$ cat src/rtl/prop_sequencer.sv
// prop_sequencer
// Steps forward (and optionally backward) propagation enables through a chain
// of unit layers. Each layer stays enabled for SETTLE_CYCLES clocks so the
// oscillator-driven units can settle before the next layer is enabled.
// Every output is registered. The next output values are decoded from the
// next state, so the enables change on the same edge as the state register.

module prop_sequencer #(
  parameter int N_LAYERS      = 4,
  parameter int SETTLE_CYCLES = 8,
  localparam int LAYER_W      = (N_LAYERS > 1) ? $clog2(N_LAYERS) : 1,
  localparam int CNT_W        = (SETTLE_CYCLES > 1) ? $clog2(SETTLE_CYCLES) : 1
) (
  input  logic                clk_in,
  input  logic                rst_in,
  input  logic                start_in,
  input  logic                train_in,
  input  logic                abort_in,
  output logic [N_LAYERS-1:0] fd_prop_out,
  output logic [N_LAYERS-1:0] bk_prop_out,
  output logic [LAYER_W-1:0]  layer_out,
  output logic                phase_out,
  output logic                busy_out,
  output logic                done_out,
  output logic [15:0]         pass_count_out
);

  typedef enum logic [1:0] {
    IDLE = 2'd0,
    FWD  = 2'd1,
    BWD  = 2'd2,
    DONE = 2'd3
  } state_t;

  localparam logic [LAYER_W-1:0] LAST_LAYER = LAYER_W'(N_LAYERS - 1);
  localparam logic [CNT_W-1:0]   LAST_CNT   = CNT_W'(SETTLE_CYCLES - 1);

  state_t               state;
  state_t               state_n;
  logic [CNT_W-1:0]     cnt;
  logic [CNT_W-1:0]     cnt_n;
  logic                 train_q;
  logic                 train_n;
  logic [LAYER_W-1:0]   layer_n;
  logic [15:0]          pass_n;
  logic                 settle_done;

  logic [N_LAYERS-1:0]  one_hot;
  logic [N_LAYERS-1:0]  fd_n;
  logic [N_LAYERS-1:0]  bk_n;
  logic                 phase_n;
  logic                 busy_n;
  logic                 done_n;

  assign settle_done = (cnt == LAST_CNT);

  // Next-state logic: start acceptance, settle counting, layer stepping and abort.
  always_comb begin
    state_n = state;
    cnt_n   = cnt;
    train_n = train_q;
    layer_n = layer_out;
    pass_n  = pass_count_out;

    case (state)
      IDLE: begin
        if (start_in) begin
          state_n = FWD;
          train_n = train_in;
          layer_n = '0;
          cnt_n   = '0;
        end
      end

      FWD: begin
        if (abort_in) begin
          state_n = IDLE;
          layer_n = '0;
          cnt_n   = '0;
        end else if (settle_done) begin
          cnt_n = '0;
          if (layer_out != LAST_LAYER) begin
            layer_n = layer_out + LAYER_W'(1);
          end else if (train_q) begin
            state_n = BWD;
            layer_n = LAST_LAYER;
          end else begin
            state_n = DONE;
            layer_n = '0;
            pass_n  = pass_count_out + 16'd1;
          end
        end else begin
          cnt_n = cnt + CNT_W'(1);
        end
      end

      BWD: begin
        if (abort_in) begin
          state_n = IDLE;
          layer_n = '0;
          cnt_n   = '0;
        end else if (settle_done) begin
          cnt_n = '0;
          if (layer_out != '0) begin
            layer_n = layer_out - LAYER_W'(1);
          end else begin
            state_n = DONE;
            layer_n = '0;
            pass_n  = pass_count_out + 16'd1;
          end
        end else begin
          cnt_n = cnt + CNT_W'(1);
        end
      end

      DONE: begin
        state_n = IDLE;
        layer_n = '0;
        cnt_n   = '0;
      end

      default: begin
        state_n = IDLE;
        layer_n = '0;
        cnt_n   = '0;
      end
    endcase
  end

  // Output decode from the next state so enables are registered alongside it.
  always_comb begin
    one_hot          = '0;
    one_hot[layer_n] = 1'b1;
    fd_n             = '0;
    bk_n             = '0;
    phase_n          = 1'b0;
    busy_n           = 1'b0;
    done_n           = 1'b0;

    case (state_n)
      FWD: begin
        fd_n   = one_hot;
        busy_n = 1'b1;
      end
      BWD: begin
        bk_n    = one_hot;
        phase_n = 1'b1;
        busy_n  = 1'b1;
      end
      DONE: begin
        done_n = 1'b1;
      end
      default: begin
        fd_n = '0;
      end
    endcase
  end

  // State, counter and registered outputs; reset overrides everything.
  always_ff @(posedge clk_in) begin
    if (rst_in) begin
      state          <= IDLE;
      cnt            <= '0;
      train_q        <= 1'b0;
      layer_out      <= '0;
      fd_prop_out    <= '0;
      bk_prop_out    <= '0;
      phase_out      <= 1'b0;
      busy_out       <= 1'b0;
      done_out       <= 1'b0;
      pass_count_out <= 16'd0;
    end else begin
      state          <= state_n;
      cnt            <= cnt_n;
      train_q        <= train_n;
      layer_out      <= layer_n;
      fd_prop_out    <= fd_n;
      bk_prop_out    <= bk_n;
      phase_out      <= phase_n;
      busy_out       <= busy_n;
      done_out       <= done_n;
      pass_count_out <= pass_n;
    end
  end

endmodule

$ cat config.mk
export PLATFORM = sky130hd
export DESIGN_NAME = prop_sequencer
export DESIGN_NICKNAME = d
export VERILOG_FILES = /design/src/rtl/prop_sequencer.sv
export SDC_FILE = /design/constraint.sdc
export NUM_CORES = 1
export LEC_CHECK = 0
export CORE_ASPECT_RATIO = 1.1
export CORE_MARGIN = 2
export CORE_UTILIZATION = 55
export DETAILED_ROUTE_END_ITERATION = 16
export GPL_TIMING_DRIVEN = 0
export PLACE_DENSITY = 0.82
export SLEW_MARGIN = 20
export SYNTH_ARGS = -nofsm -noshare
export SYNTH_HDL_FRONTEND = slang
export SYNTH_SLANG_ARGS = --single-unit
$ cat constraint.sdc
create_clock -name clk_in -period 4.6 [get_ports clk_in]
set_clock_uncertainty 0.2 [all_clocks]
set_input_delay 0.69 -clock clk_in [delete_from_list [all_inputs] [get_ports clk_in]]
set_output_delay 0.69 -clock clk_in [all_outputs]
set_load 0.02 [all_outputs]
# Word level (Yosys, flattened, before mapping)
# Cells that the tools add are included.
dict set report word_totals {
  reg_bits 35
  output_inout_bits 29
  word_cells 79
}
dict set report classes {
  add_sub_neg 4
  magnitude_cmp 2
  eq_ne 16
  mux 35
  n_bitwise 2
  reduce_logical 10
}
# op n
set ops {}
lappend ops {{$mux 16} 7}
lappend ops {{$pmux 16 s2} 1}
lappend ops {{$mux 2} 15}
lappend ops {{$ne 2x2->1 const B} 9}
lappend ops {{$add 16x1->16 const B} 1}
lappend ops {{$pmux 2 s4} 2}
lappend ops {{$mux 3} 3}
lappend ops {{$pmux 3 s3} 1}
lappend ops {{$eq 2x2->1 const B} 4}
lappend ops {{$reduce_and 8->1} 1}
lappend ops {{$reduce_or 2->1} 4}
lappend ops {{$mux 1} 5}
lappend ops {{$eq 2x1->1 const B} 2}
lappend ops {{$reduce_bool 2->1} 2}
lappend ops {{$add 3x1->3 const B} 1}
lappend ops {{$eq 3x3->1 const B} 1}
lappend ops {{$lt 2x3->1 const B} 1}
lappend ops {{$add 2x1->2 const B} 1}
lappend ops {{$demux 1 s2} 1}
lappend ops {{$ge 2x1->1 const B} 1}
lappend ops {{$logic_not 2->1} 1}
lappend ops {{$not 1->1} 2}
lappend ops {{$reduce_and 2->1} 1}
lappend ops {{$sub 2x1->2 const B} 1}
lappend ops {{$logic_and 1x1->1} 1}

# Logic depth before layout (Yosys ltp)
# Gate-level depths: netlist of the first run.
dict set report logic_depth {
  ltp_word 9
  ltp_mapped 10
  mapped_depth_nobuf 9
}

# Worst setup path after synthesis of the first run
# OpenSTA, ideal clock, no wires.
dict set report synth_path {
  path_type {register -> register}
  startpoint {register layer_out[1]}
  endpoint {register pass_count_out[13]}
  setup_time_ns 0.123
  arrival_time_ns 2.012
  required_ns 4.277
  slack_ns 2.264
  path_stages_with_launch 7
  n_path_buf 1
  cell_sequence {dfxtp_1 ha_1 nand3b_1 a221o_1 buf_6 nor4_1 mux2_1}
}
dict set report synth_via {
  elab_chain_cells 3
}
# element line
set synth_lines {}
lappend synth_lines {{start, declared} 21} ;# output logic [LAYER_W-1:0] layer_out,
lappend synth_lines {{start signal, assigned} 176} ;# layer_out <= layer_n;
lappend synth_lines {{$ne 2x2->1 / $reduce_bool 2->1 (equally long branches)} {82, 104}}
lappend synth_lines {{$ne 2x2->1 (no source line)} n/a}
lappend synth_lines {{$reduce_and 8->1 (no source line) *} n/a}
lappend synth_lines {{end signal, assigned} 182} ;# pass_count_out <= pass_n;
lappend synth_lines {{end, declared} 25} ;# output logic [15:0] pass_count_out
# Mark *: on every way between the ends. The rest lies on a longest branch, timed or not.
# A chain may end at the register's enable or synchronous reset.

# Worst setup path after layout of the first run
dict set report layout_path {
  startpoint {register state[0]}
  endpoint {register pass_count_out[13]}
}
dict set report layout_via {
  elab_chain_cells 3
}
# element line
set layout_lines {}
lappend layout_lines {{start, declared} 38} ;# state_t state;
lappend layout_lines {{start signal, assigned} 173} ;# state <= state_n;
lappend layout_lines {{$eq 2x2->1 / $eq 2x1->1 (equally long branches)} 65} ;# case (state)
lappend layout_lines {{$ne 2x2->1 (no source line) / $reduce_bool 2->1 (equally long branches)} n/a}
lappend layout_lines {{$reduce_and 8->1 (no source line)} n/a}
# Several ways; a longest one is shown, not always the timed one.

==> qor.yml, run 1 <==
routing:
  wl_per_cell_um: 13.9
  met3_length_um: 153
  drt_first_pass_iters: 4
  detail_route.wirelength_mm: 3.77
  via_per_inst: 5.78
  drt-initial-drc-count: 74
  vias: 1567
  wl_met1_mm: 1.67
  wl_met2_mm: 1.89
  drc: 0
  top_layer_used: "met4"
  antenna_left: 0
setup_path:
  worst_ep_required_time_ps: 4630
  arrival_ps: 2620
  startpoint_type: "flip-flop"
  path_class: "flip-flop to flip-flop"
  critPathCaptureType: "flip-flop"
  worstPathMaxFanout: 10
place:
  dp.final_hpwl_mm: 2.83
  port_buffers: 33
  gp_congestion: 0.951
  dpl_cell_area_um2: 2110
power:
  power_density_nw_per_um2: 273
  leakagePower_nw: 0.818
  power_mw: 0.599
  ir_drop_v: 0.000253
synth:
  ys_types: 36
  synth-edff-count: 0
  avgSynthCellArea_um2: 8.86
  syn-num-nets: 215
  netlist_top_cells_count: "35 x dfxtp_1, 19 x nor2_1, 14 x ha_1"
  ys_seq_elements: 35
  synth_top_flop_cell: "dfxtp_1"
  netlist_area_um2: 1740
  ys.warnings.count: 0
  ys_top_cells_by_area: "dfxtp_1 40%, ha_1 10%, nor2_1 4.1%"
  ys_async_sr_fraction_pct: 0
  postSynthCellCount: 196
  synth_top_area_share_pct: 40.3
  yosysSeqAreaShare_pct: 40.3
  post-synth-top-count-cell: "dfxtp_1"
  yosysTopAreaCell: "dfxtp_1"
cts:
  ctsRootBufferMaster: "clkbuf_4"
  cts_setup_buffers: 0
  cts.sinks: 35
  insertion_delay_ps: 340
  cts.clk_slew.worst_paths_ps: 110
  cts_made_buffers: 5
  ctsLongestPathBuffers: 2
  cts_max_level: 2
  cts_tree: "yes"
  cts.hold.buffers_added: 0
  ctsResizeCount: 0
final_layout:
  nets: 255
  area_growth_pct: 26.2
  drive_gt1_share_pct: 6.75
  insertedDiodeCount: 0
  finalInstanceArea_um2: 2190
floorplanning:
  die-area_um2: 3620
  initial_core_util_pct: 57.5
  num_rows: 21
  pin_count: 34
  coreArea_um2: 3020
  die_w_um: 57.6
  die_h_um: 62.9
timing:
  period_share_pct: 56.3
  setup_tns_ps: 0
  drv_slew: 0
  slew_headroom_pct: 68.8
  worst_pin_slew_ps: 467
  fmax_ghz: 0.386
  report.final.setup_viol: 0
  min_period_ps: 2590
  hold_viol_final: 0
  rsz0062_at_grt: "false"
global_route:
  overflow: 0
  first_global_vias: 1494
  grt_max_degree: 13
  grt_pass1_wl_mm: 6.56
  track_usage_pct: 22.8
  antenna_found_initial: 0
status:
  outcome: "complete, no violations"
worst_hold_path:
  hold_class: "flip-flop to flip-flop"
flow_run:
  maxCapViolations: 0
==> per-layer routing <==
| layer | vias up | GRT usage (%) |
|---|---|---|
| li1 | 791 | - |
| met5 | - | 0 |
| met1 | 731 | 26.5 |
| met4 | 0 | 7.85 |
| met3 | 6 | 6.21 |
| met2 | 39 | 39.6 |
==> placed cells by master (no fill, tap or decap), drive strengths merged, types with 8 or more instances in the layout <==
master | synthesis | routed
a21oi | 12 | 12
inv | 10 | 10
nor2b | 10 | 10
nand2 | 9 | 9
nor2 | 19 | 19
nand3 | 8 | 8
clkbuf | 4 | 9
dfxtp | 35 | 35
clkdlybuf4s50 | 0 | 33
ha | 14 | 14
nor3 | 9 | 9
==> state kept, by name, indices dropped and copies added (netlist names) <==
name,count
bk_prop_out,4
busy_out,1
cnt,3
done_out,1
fd_prop_out,4
layer_out,2
pass_count_out,16
phase_out,1
state,2
train_q,1
==> layout make-up <==
| type | count | area [um2] |
|---|---|---|
| Buffer | 6 | 31.3 |
| Clock buffer | 5 | 37.5 |
| Clock inverter | 3 | 43.8 |
| Fill cell | 248 | 831 |
| Inverter | 10 | 37.5 |
| Multi-Input combinational cell | 145 | 967 |
| Sequential cell | 35 | 701 |
| Tap cell | 34 | 42.5 |
| Timing Repair Buffer | 33 | 330 |
==> per-stage QoR <==
stage	hold WS (ps)	util [%]	instances	setup WS [ps]
after floorplan	266	-	196	2260
after global placement	287	69.8	263	1880
after detailed placement	301	69.8	263	1810
after CTS	317	72.5	271	1970
after global routing	361	72.5	271	1870
final	320	72.5	271	2010
==> power breakdown <==
| part | internal [mW] | total (mW) | switching (mW) |
|---|---|---|---|
| clock network | 0.114 | 0.221 | 0.107 |
| registers | 0.309 | 0.313 | 0.00468 |
| logic | 0.0265 | 0.0642 | 0.0377 |
==> worst paths after layout <==
check	startpoint	end	slack [ps]	cells after the start
worst min register to register	pass_count_out[9]	pass_count_out[9]	320	2
worst max register to register	state[0]	pass_count_out[13]	2010	7
worst max-delay path	state[0]	pass_count_out[13]	2010	7
worst min-delay path	pass_count_out[9]	pass_count_out[9]	320	2
==> critical path, cell delays in order, from the launching register on <==
cell and delay [ps]:
dfxtp_1 400, inv_1 110, ha_1 300, nand2b_1 180
a221o_1 440, buf_6 180, nor4_1 330, mux2_1 350
==> cell families (layout without fill, tap and decap cells) <==
family                   count (synthesis)  count (layout)  synth area share (%)
buffers and inverters                   16              57                  3.96
AO/OA/AOI/OAI                           37              37                  13.7
adder cells (fa/ha/maj)                 14              14                  10.1
flip-flops                              35              35                  40.3
multiplexers                             8               8                  5.04
AND/OR/NAND/NOR                         85              85                  26.4
XOR/XNOR                                 1               1                 0.504
Note: power is estimated with default switching activity, not from simulation.
==> run 2, diff against run 1 <==
--- a/config.mk
+++ b/config.mk
@@ -7,10 +7,10 @@
 export LEC_CHECK = 0
 export CORE_ASPECT_RATIO = 1.1
 export CORE_MARGIN = 2
-export CORE_UTILIZATION = 55
+export CORE_UTILIZATION = 51
 export DETAILED_ROUTE_END_ITERATION = 16
 export GPL_TIMING_DRIVEN = 0
-export PLACE_DENSITY = 0.82
+export PLACE_DENSITY = 0.77
 export SLEW_MARGIN = 20
 export SYNTH_ARGS = -nofsm -noshare
 export SYNTH_HDL_FRONTEND = slang
==> constraint.sdc (replaced) <==
create_clock -name clk_in -period 2.68 [get_ports clk_in]
set_clock_uncertainty 0.2 [all_clocks]
set_input_delay 0.402 -clock clk_in [delete_from_list [all_inputs] [get_ports clk_in]]
set_output_delay 0.402 -clock clk_in [all_outputs]
set_load 0.02 [all_outputs]
==> run 2 against run 1 <==
Core utilization fell by 6.0 points. Non-clock buffer count did not move. Total power rose by 74%. Largest cell class unchanged.
==> qor.yml, run 2 (same netlist as run 1, synthesis figures left out) <==
status:
  outcome: "complete, no violations"
setup_path:
  reg2reg_from: "state[0]"
  worstPathMaxFanout: 10
  rr_worst_depth: 7
  r2r_end: "pass_count_out[13]"
  critPathCaptureType: "flip-flop"
  path_class: "flip-flop to flip-flop"
  startpoint_type: "flip-flop"
  ff2ff_setup_slack_ps: 140
  worst_ep_required_time_ps: 2700
  arrival_ps: 2560
timing:
  slew_headroom_pct: 66.7
  fin_ws_ps: 143
  period_share_pct: 94.7
  holdWs_ps: 316
  setup_tns_ps: 0
  worst_pin_slew_ps: 499
  min_period_ps: 2540
  fmax_ghz: 0.394
  report.final.setup_viol: 0
  hold_viol_final: 0
  drv_slew: 0
  rsz0062_at_grt: "false"
final_layout:
  fin_cells: 273
  finalInstanceArea_um2: 2200
  reg_top3: "pass_count_out: 16 flops, bk_prop_out: 4 flops, fd_prop_out: 4 flops"
  nets: 255
  insertedDiodeCount: 0
  area_growth_pct: 26.6
  layout_commonest_cell: "dfxtp_1"
  utilization_pct: 66.6
  largest_reg_flops: 16
  most-common-layout-cells: "35 x dfxtp_1, 33 x clkdlybuf4s50_1, 19 x nor2_1"
  regMostFlops: "pass_count_out"
  drive_gt1_share_pct: 6.75
routing:
  drt-initial-drc-count: 78
  vias: 1514
  drt_first_pass_iters: 4
  antenna_left: 0
  drc: 0
  detail_route.wirelength_mm: 3.38
  wl_per_cell_um: 12.4
  via_per_inst: 5.55
power:
  power_mw: 1.04
  switching_share_pct: 23.8
  switching_power_mw: 0.249
  ir_drop_v: 0.000375
  seq_power_share_pct: 51.4
  power_density_nw_per_um2: 475
  clkPwrFrac_pct: 38.2
  p_comb_share_pct: 10.3
  internal_power_mw: 0.795
  leakagePower_nw: 0.821
floorplanning:
  initial_core_util_pct: 52.6
  coreArea_um2: 3300
  pin_count: 34
  die-area_um2: 3890
  die_h_um: 65.2
  num_rows: 22
  die_w_um: 59.6
cts:
  cts_max_level: 2
  cts.hold.buffers_added: 0
  cts.clk_slew.worst_paths_ps: 120
  insertion_delay_ps: 330
  ctsRootBufferMaster: "clkbuf_4"
  cts.sinks: 35
  ctsResizeCount: 0
  ctsLongestPathBuffers: 2
  cts_setup_buffers: 0
  cts_tree: "yes"
  cts_made_buffers: 5
place:
  port_buffers: 33
  dpl_cell_area_um2: 2110
  post-place-ws_ps: 136
  place_inst: 265
  dp.final_hpwl_mm: 2.51
  gp_congestion: 0.859
global_route:
  overflow: 0
  first_global_vias: 1266
  grt_pass1_wl_mm: 5.53
  track_usage_pct: 18.5
  grt_max_degree: 12
  antenna_found_initial: 0
worst_hold_path:
  hold_depth: 2
  min_from: "train_q"
  hold_class: "flip-flop to flip-flop"
  min_to: "train_q"
flow_run:
  maxCapViolations: 0
-- run 2: cell types whose count changed in the layout (fill, tap and decap cells not counted) --
cell,delta
clkinv_4,-1
clkbuf_8,+1
-- run 2: metal layers --
| layer | share of wire (%) | global-route usage [%] |
|---|---|---|
| met5 | 0 | 0 |
| met4 | 0.74 | 6.67 |
| met3 | 3.9 | 3.74 |
| met2 | 48 | 29.8 |
| met1 | 48 | 24.2 |
-- run 2: layout make-up --
cell class                      count  area, um2
Tap cell                           36       45.0
Clock buffer                        6       51.3
Multi-Input combinational cell    145        967
Buffer                              6       31.3
Sequential cell                    35        701
Inverter                           10       37.5
Fill cell                         274       1100
Clock inverter                      2       35.0
Timing Repair Buffer               33        330
-- run 2: worst max path at each step --
stage | startpoint | slack [ps] | to
finish | state[0] | 140 | pass_count_out[13]
global route | state[0] | 10 | pass_count_out[13]
CTS | state[0] | 100 | pass_count_out[13]
detailed placement | state[0] | 140 | pass_count_out[13]
global placement | state[0] | 140 | pass_count_out[13]
floorplan | layer_out[1] | 340 | pass_count_out[13]
-- run 2: critical path, cell delays in order (launching register included) --
cell and delay (ps):
dfxtp_1 390, inv_1 100, ha_1 290, nand2b_1 180, a221o_1 410, buf_6 170, nor4_1 330, mux2_1 350
-- run 2: power groups by stage --
stage	combinational (mW)	sequential (mW)	clock, mW
after floorplan	0.0654	0.555	0
after global placement	0.107	0.549	0
after detailed placement	0.108	0.549	0
after CTS	0.109	0.537	0.407
after global routing	0.120	0.539	0.427
final	0.108	0.537	0.399
==> RTL change 1: new RTL, settings of run 1 <==
Register the output `pass_count_out` once more, with the module's reset; this adds one clock of latency there. The other outputs are not delayed to match.
--- a/src/rtl/prop_sequencer.sv
+++ b/src/rtl/prop_sequencer.sv
@@ -36,4 +36,6 @@
   localparam logic [CNT_W-1:0]   LAST_CNT   = CNT_W'(SETTLE_CYCLES - 1);
 
+  logic [15:0] pass_count_s0;
+
   state_t               state;
   state_t               state_n;
@@ -61,5 +63,5 @@
     train_n = train_q;
     layer_n = layer_out;
-    pass_n  = pass_count_out;
+    pass_n  = pass_count_s0;
 
     case (state)
@@ -88,5 +90,5 @@
             state_n = DONE;
             layer_n = '0;
-            pass_n  = pass_count_out + 16'd1;
+            pass_n  = pass_count_s0 + 16'd1;
           end
         end else begin
@@ -107,5 +109,5 @@
             state_n = DONE;
             layer_n = '0;
-            pass_n  = pass_count_out + 16'd1;
+            pass_n  = pass_count_s0 + 16'd1;
           end
         end else begin
@@ -169,5 +171,5 @@
       busy_out       <= 1'b0;
       done_out       <= 1'b0;
-      pass_count_out <= 16'd0;
+      pass_count_s0 <= 16'd0;
     end else begin
       state          <= state_n;
@@ -180,5 +182,13 @@
       busy_out       <= busy_n;
       done_out       <= done_n;
-      pass_count_out <= pass_n;
+      pass_count_s0 <= pass_n;
+    end
+  end
+
+  always_ff @(posedge clk_in) begin
+    if (rst_in) begin
+      pass_count_out <= '0;
+    end else begin
+      pass_count_out <= pass_count_s0;
     end
   end
Function: same outputs for any inputs over 10 cycles, from zero or initial values and one cycle with rst_in high; that may be too few to reach the edited logic, so the function may still have changed.
==> RTL change 1 against run 1 <==
- area after synthesis rose by 28%
- die area rose by 26%
- setup slack got worse by 0.16 ns
- sequential cell count rose by 16
- maximum frequency fell by 5.9%
- design area rose by 25%
- wire length rose by 16%
- worst hold slack got worse by 0.035 ns
- power rose by 44%
- first-iteration DRC count rose by 49%
- combinational power fell by 14%
- critical path type is now in -> reg
- largest power group unchanged
==> RTL change 1: results (changes against run 1) <==
Outcome
  – Run status: finished clean

Synth
  – Post-Synth Adder-Cell Area: 0.0791 (-0.0218)
  – Post-Syn Area per Cell: 9.47 µm² (+6.9%)
  – Net Count, Synth: 253 (+18%)
  – Synth Area in Compound Gates: 0.135 (-0.00194)
  – Multiplexer area fraction after synthesis: 0.0192 (-0.0312)
  – Synth Area in XOR/XNOR: 0.00791 (+0.00286)
  – Sequential-to-total area share from yosys stat: 0.461 (+0.0573)
  – Commonest cells in the netlist: dfxtp_1 (51), nor2_1 (23), a21oi_1 (19), ha_1 (14), nor2b_1 (14)

Placed design
  – Placed Cells: 318 (+21%)
  – Port Buffers: 32 (-3.0%)
  – Placed inst area: 2600 µm² (+23%)
  – Post-DP HPWL: 3080 µm (+9.0%)

Hold path
  – Hold Path Cell Cnt: 1 (-1)
  – Hold endpoint: pass_count_out[15]$_SDFF_PP0_
  – Hold Startpoint: pass_count_s0[15]$_SDFFE_PP0P_

Power and ir drop
  – Seq. pwr: 0.000450 W (+44%)
  – Worst vdd ir: 0.240 mV (-5.1%)
  – Gate power share: 0.063 (-0.044)
  – Switch Pwr: 0.000179 W (+20%)
  – Internal power: 0.000686 W (+53%)
  – Leak pwr: 1.00 nW (+22%)

Route
  – Initial DRC Count: 110 (+49%)
  – WL/cell: 13.4 µm (-3.6%)
  – Final wirelength: 4370 µm (+16%)

CTS
  – Root Driver: clkbuf_8
  – Worst-skew pair later-pin latency: 0.30 ns (-0.04 ns)
  – Reg clk slew, reported paths: 0.09 ns (-0.02 ns)

Global routing
  – Vias in the first global route: 1607 (+7.6%)
  – Largest net degree at the start of global routing: 16 (+3)
  – Total global-route track usage: 0.200 (-0.0284)
  – Global-route wire length before repair: 7080 µm (+8.0%)

Worst setup path
  – CP max stage delay: 0.67 ns (+0.23 ns)
  – CP top delay family: buffers and inverters
  – Crit path launch: abort_in
  – R2r startpoint: cnt[0]$_SDFFE_PP0P_
  – Crit path to: bk_prop_out[0]$_SDFF_PP0_
  – Reg2Reg Setup Slack: 1.99 ns (-0.02 ns)

STA
  – Period utilization: 0.598 (+0.0353)
  – Normalized max-slew margin: 0.626 (-0.0629)
  – Hold Worst Slack: 0.285 ns (-0.0346 ns)

Finish
  – Nets@finish: 292 (+15%)
  – Share of layout cells above drive strength 1: 0.0693 (+0.00183)
  – Filler instances: 321 (+29%)
[RTL change 1: cell types whose count changed after synthesis, moves of 4 or more]
cell      before  now
dfxtp_1       35   51
a21oi_1       12   19
nor3_1         9    3
mux2_2         5    0
nor4_1         6    1
nand2b_1       4    8
nand4_1        5    1
nor2_1        19   23
nor2b_1       10   14
[RTL change 1: metal layers]
metal / global-route usage / wire length (µm)
met1: 0.231 / 1850
met2: 0.332 / 2190
met3: 0.0525 / 200
met4: 0.121 / 126
met5: 0 / 0
[RTL change 1: area by class of cell]
cell class / instances / area [µm²] / share of cell area
multi-input cells: 162 / 1110 / 0.406
plain buffers: 8 / 36.3 / 0.0133
inverters: 13 / 48.8 / 0.0178
flip-flops and latches: 51 / 1020 / 0.373
repair buffers: 32 / 320 / 0.117
clock buffers: 6 / 72.6 / 0.0265
clock inverters: 2 / 60.1 / 0.0220
well taps: 52 / 65.1 / 0.0238
==> RTL change 2: new RTL, settings of run 1 <==
Made on the original files. The parameter `N_LAYERS` goes from 4 to 8.
--- a/src/rtl/prop_sequencer.sv
+++ b/src/rtl/prop_sequencer.sv
@@ -7,5 +7,5 @@
 
 module prop_sequencer #(
-  parameter int N_LAYERS      = 4,
+  parameter int N_LAYERS      = 8,
   parameter int SETTLE_CYCLES = 8,
   localparam int LAYER_W      = (N_LAYERS > 1) ? $clog2(N_LAYERS) : 1,
Interface: changed (resized bk_prop_out, fd_prop_out and layer_out); port bits go from 34 to 43. The function was not compared with the original's and may differ.
==> RTL change 2 against run 1 <==
- design area rose by 25%
- critical path depth fell by 1
- cell count rose by 21%
- count of clock-buffer cells in the layout did not move
- largest cell class unchanged
- highest routed layer unchanged
- sequential share of layout area rose by 0.091 points
- power rose by 28%
- die area rose by 22%
- setup slack got worse by 0.18 ns
- maximum frequency fell by 6.7%
- wire length rose by 19%
- area after synthesis rose by 24%
- via count rose by 20%
- sequential cell count rose by 9
==> RTL change 2: results (changes against run 1) <==
Synth
  – Sequential-to-total area share from yosys stat: 0.410 (+0.00656)
  – Commonest cells in the netlist: dfxtp_1 (44), nor2_1 (17), a21oi_1 (16), ha_1 (16), nor4_1 (16)
  – Post-Synth Adder-Cell Area: 0.0932 (-0.00768)
  – Top cells by area, synth: dfxtp_1 (41%), ha_1 (9.3%), nor4_1 (4.7%)
  – FFs w/ async S/R, synth: 0 (unchanged)
  – Net Count, Synth: 248 (+15%)
  – Synth Area in Compound Gates: 0.156 (+0.0186)
  – Synth Area in XOR/XNOR: 0.00815 (+0.00311)
  – Multiplexer area fraction after synthesis: 0.0309 (-0.0196)
  – Count of different cell masters after synthesis: 53 (+47%)

STA
  – Normalized max-slew margin: 0.550 (-0.139)

Worst setup path
  – R2r startpoint: cnt[0]$_SDFFE_PP0P_
  – CP Data Arrival Time: 2.76 ns (+0.14 ns)
  – Worst R2R End: fd_prop_out[3]$_SDFF_PP0_
  – CP max stage delay: 0.56 ns (+0.12 ns)
  – Crit path launch: abort_in
  – Reg2Reg Setup Slack: 1.95 ns (-0.06 ns)
  – Slowest stage cell, crit path: clkdlybuf4s50_1
  – Worst-case reg-to-reg path depth: 10 (+3)
  – Crit path to: pass_count_out[9]$_SDFFE_PP0P_

Placed design
  – RD Place Congestion: 0.876 (-7.9%)
  – Post-DP HPWL: 3300 µm (+17%)
  – Port Buffers: 42 (+27%)

Global routing
  – Total global-route track usage: 0.217 (-0.0118)
  – Largest net degree at the start of global routing: 16 (+3)
  – Vias in the first global route: 1742 (+17%)
  – Global-route wire length before repair: 7840 µm (+20%)

Outcome
  – Run status: finished clean

Finish
  – Share of layout cells above drive strength 1: 0.0866 (+0.0191)
  – Filler instances: 303 (+22%)
  – Nets@finish: 297 (+16%)
  – Regs by FF count: pass_count_out: 16 flops, bk_prop_out: 8 flops, fd_prop_out: 8 flops

Power and ir drop
  – Leak pwr: 1.03 nW (+26%)
  – Worst vdd ir: 0.186 mV (-26%)

Route
  – Initial DRC Count: 95 (+28%)
  – WL/cell: 13.7 µm (-1.1%)
  – Routed vias/inst: 5.75 (-0.57%)

Hold path
  – Hold Startpoint: pass_count_out[13]$_SDFFE_PP0P_

CTS
  – Worst-skew pair later-pin latency: 0.29 ns (-0.05 ns)
  – Num CTS Buffers: 5 (unchanged)
  – Root Driver: clkbuf_8
  – Reg clk slew, reported paths: 0.09 ns (-0.02 ns)
==> RTL change 2: cell count changes after synthesis, moves of 3 or more <==
| cell | change |
|---|---|
| nor4_1 | +10 |
| dfxtp_1 | +9 |
| nor3_1 | -8 |
| nor2b_1 | -5 |
| a21oi_1 | +4 |
| and3_1 | +4 |
| a22oi_1 | -3 |
==> RTL change 2: stage by stage <==
stage               cell area (µm²)  hold WS (ns)  setup WS (ns)  cells
global placement               2630         0.282           1.55    319
finish                         2750         0.308           1.83    327
floorplan                      2150         0.261           2.19    227
detailed placement             2630         0.285           1.54    319
CTS                            2750         0.299           1.85    327
global route                   2750         0.338           1.62    327
==> RTL change 2: how the worst min path moves through the flow <==
stage               cells after the start  slack [ns]                         endpoint
CTS                                     2        0.30  pass_count_out[13]$_SDFFE_PP0P_
global route                            2        0.34  pass_count_out[14]$_SDFFE_PP0P_
global placement                        2        0.28              cnt[1]$_SDFFE_PP0P_
detailed placement                      2        0.28  pass_count_out[13]$_SDFFE_PP0P_
floorplan                               2        0.26              cnt[1]$_SDFFE_PP0P_
finish                                  2        0.31  pass_count_out[13]$_SDFFE_PP0P_
==> RTL change 2: cells by family (layout without fill, tap and decap cells) <==
group | after synthesis | after routing
and+or+nand+nor | 93 | 93
xor gates and xnor gates | 2 | 2
muxes | 6 | 6
adders and majority gates | 16 | 16
AOI/OAI and AO/OA | 45 | 45
buffers and inverters | 21 | 71
DFF | 44 | 44
==> RTL change 2: area by class of cell <==
cell class	instances	area [µm²]	area share
Buffer	10	55.1	0.0200
Clock buffer	5	68.8	0.0251
Clock inverter	3	46.3	0.0169
Inverter	11	41.3	0.0150
Multi-Input combinational cell	162	1170	0.426
Sequential cell	44	881	0.321
Tap cell	50	62.6	0.0228
Timing Repair Buffer	42	420	0.153
==> RTL change 2: where the power goes <==
group | switching [W] | internal (W) | leakage (nW)
clock | 0.000135 | 0.000163 | 0.0548
sequential | 0.00000510 | 0.000386 | 0.355
combinational | 0.0000455 | 0.0000326 | 0.623
==> RTL change 2: worst min-delay path: cells and delay by family (launching register included) <==
family         cells  cell delay (ns)
flip-flops         1             0.34
AO/OA/AOI/OAI      2             0.12
==> RTL change 2: routing by layer <==
metal  track usage  vias up  wire length [µm]
li1              -      947                 -
met1         0.262      877              1990
met2         0.381       52              2240
met3        0.0438        4               233
met4        0.0700        0                34
met5             0        -                 0
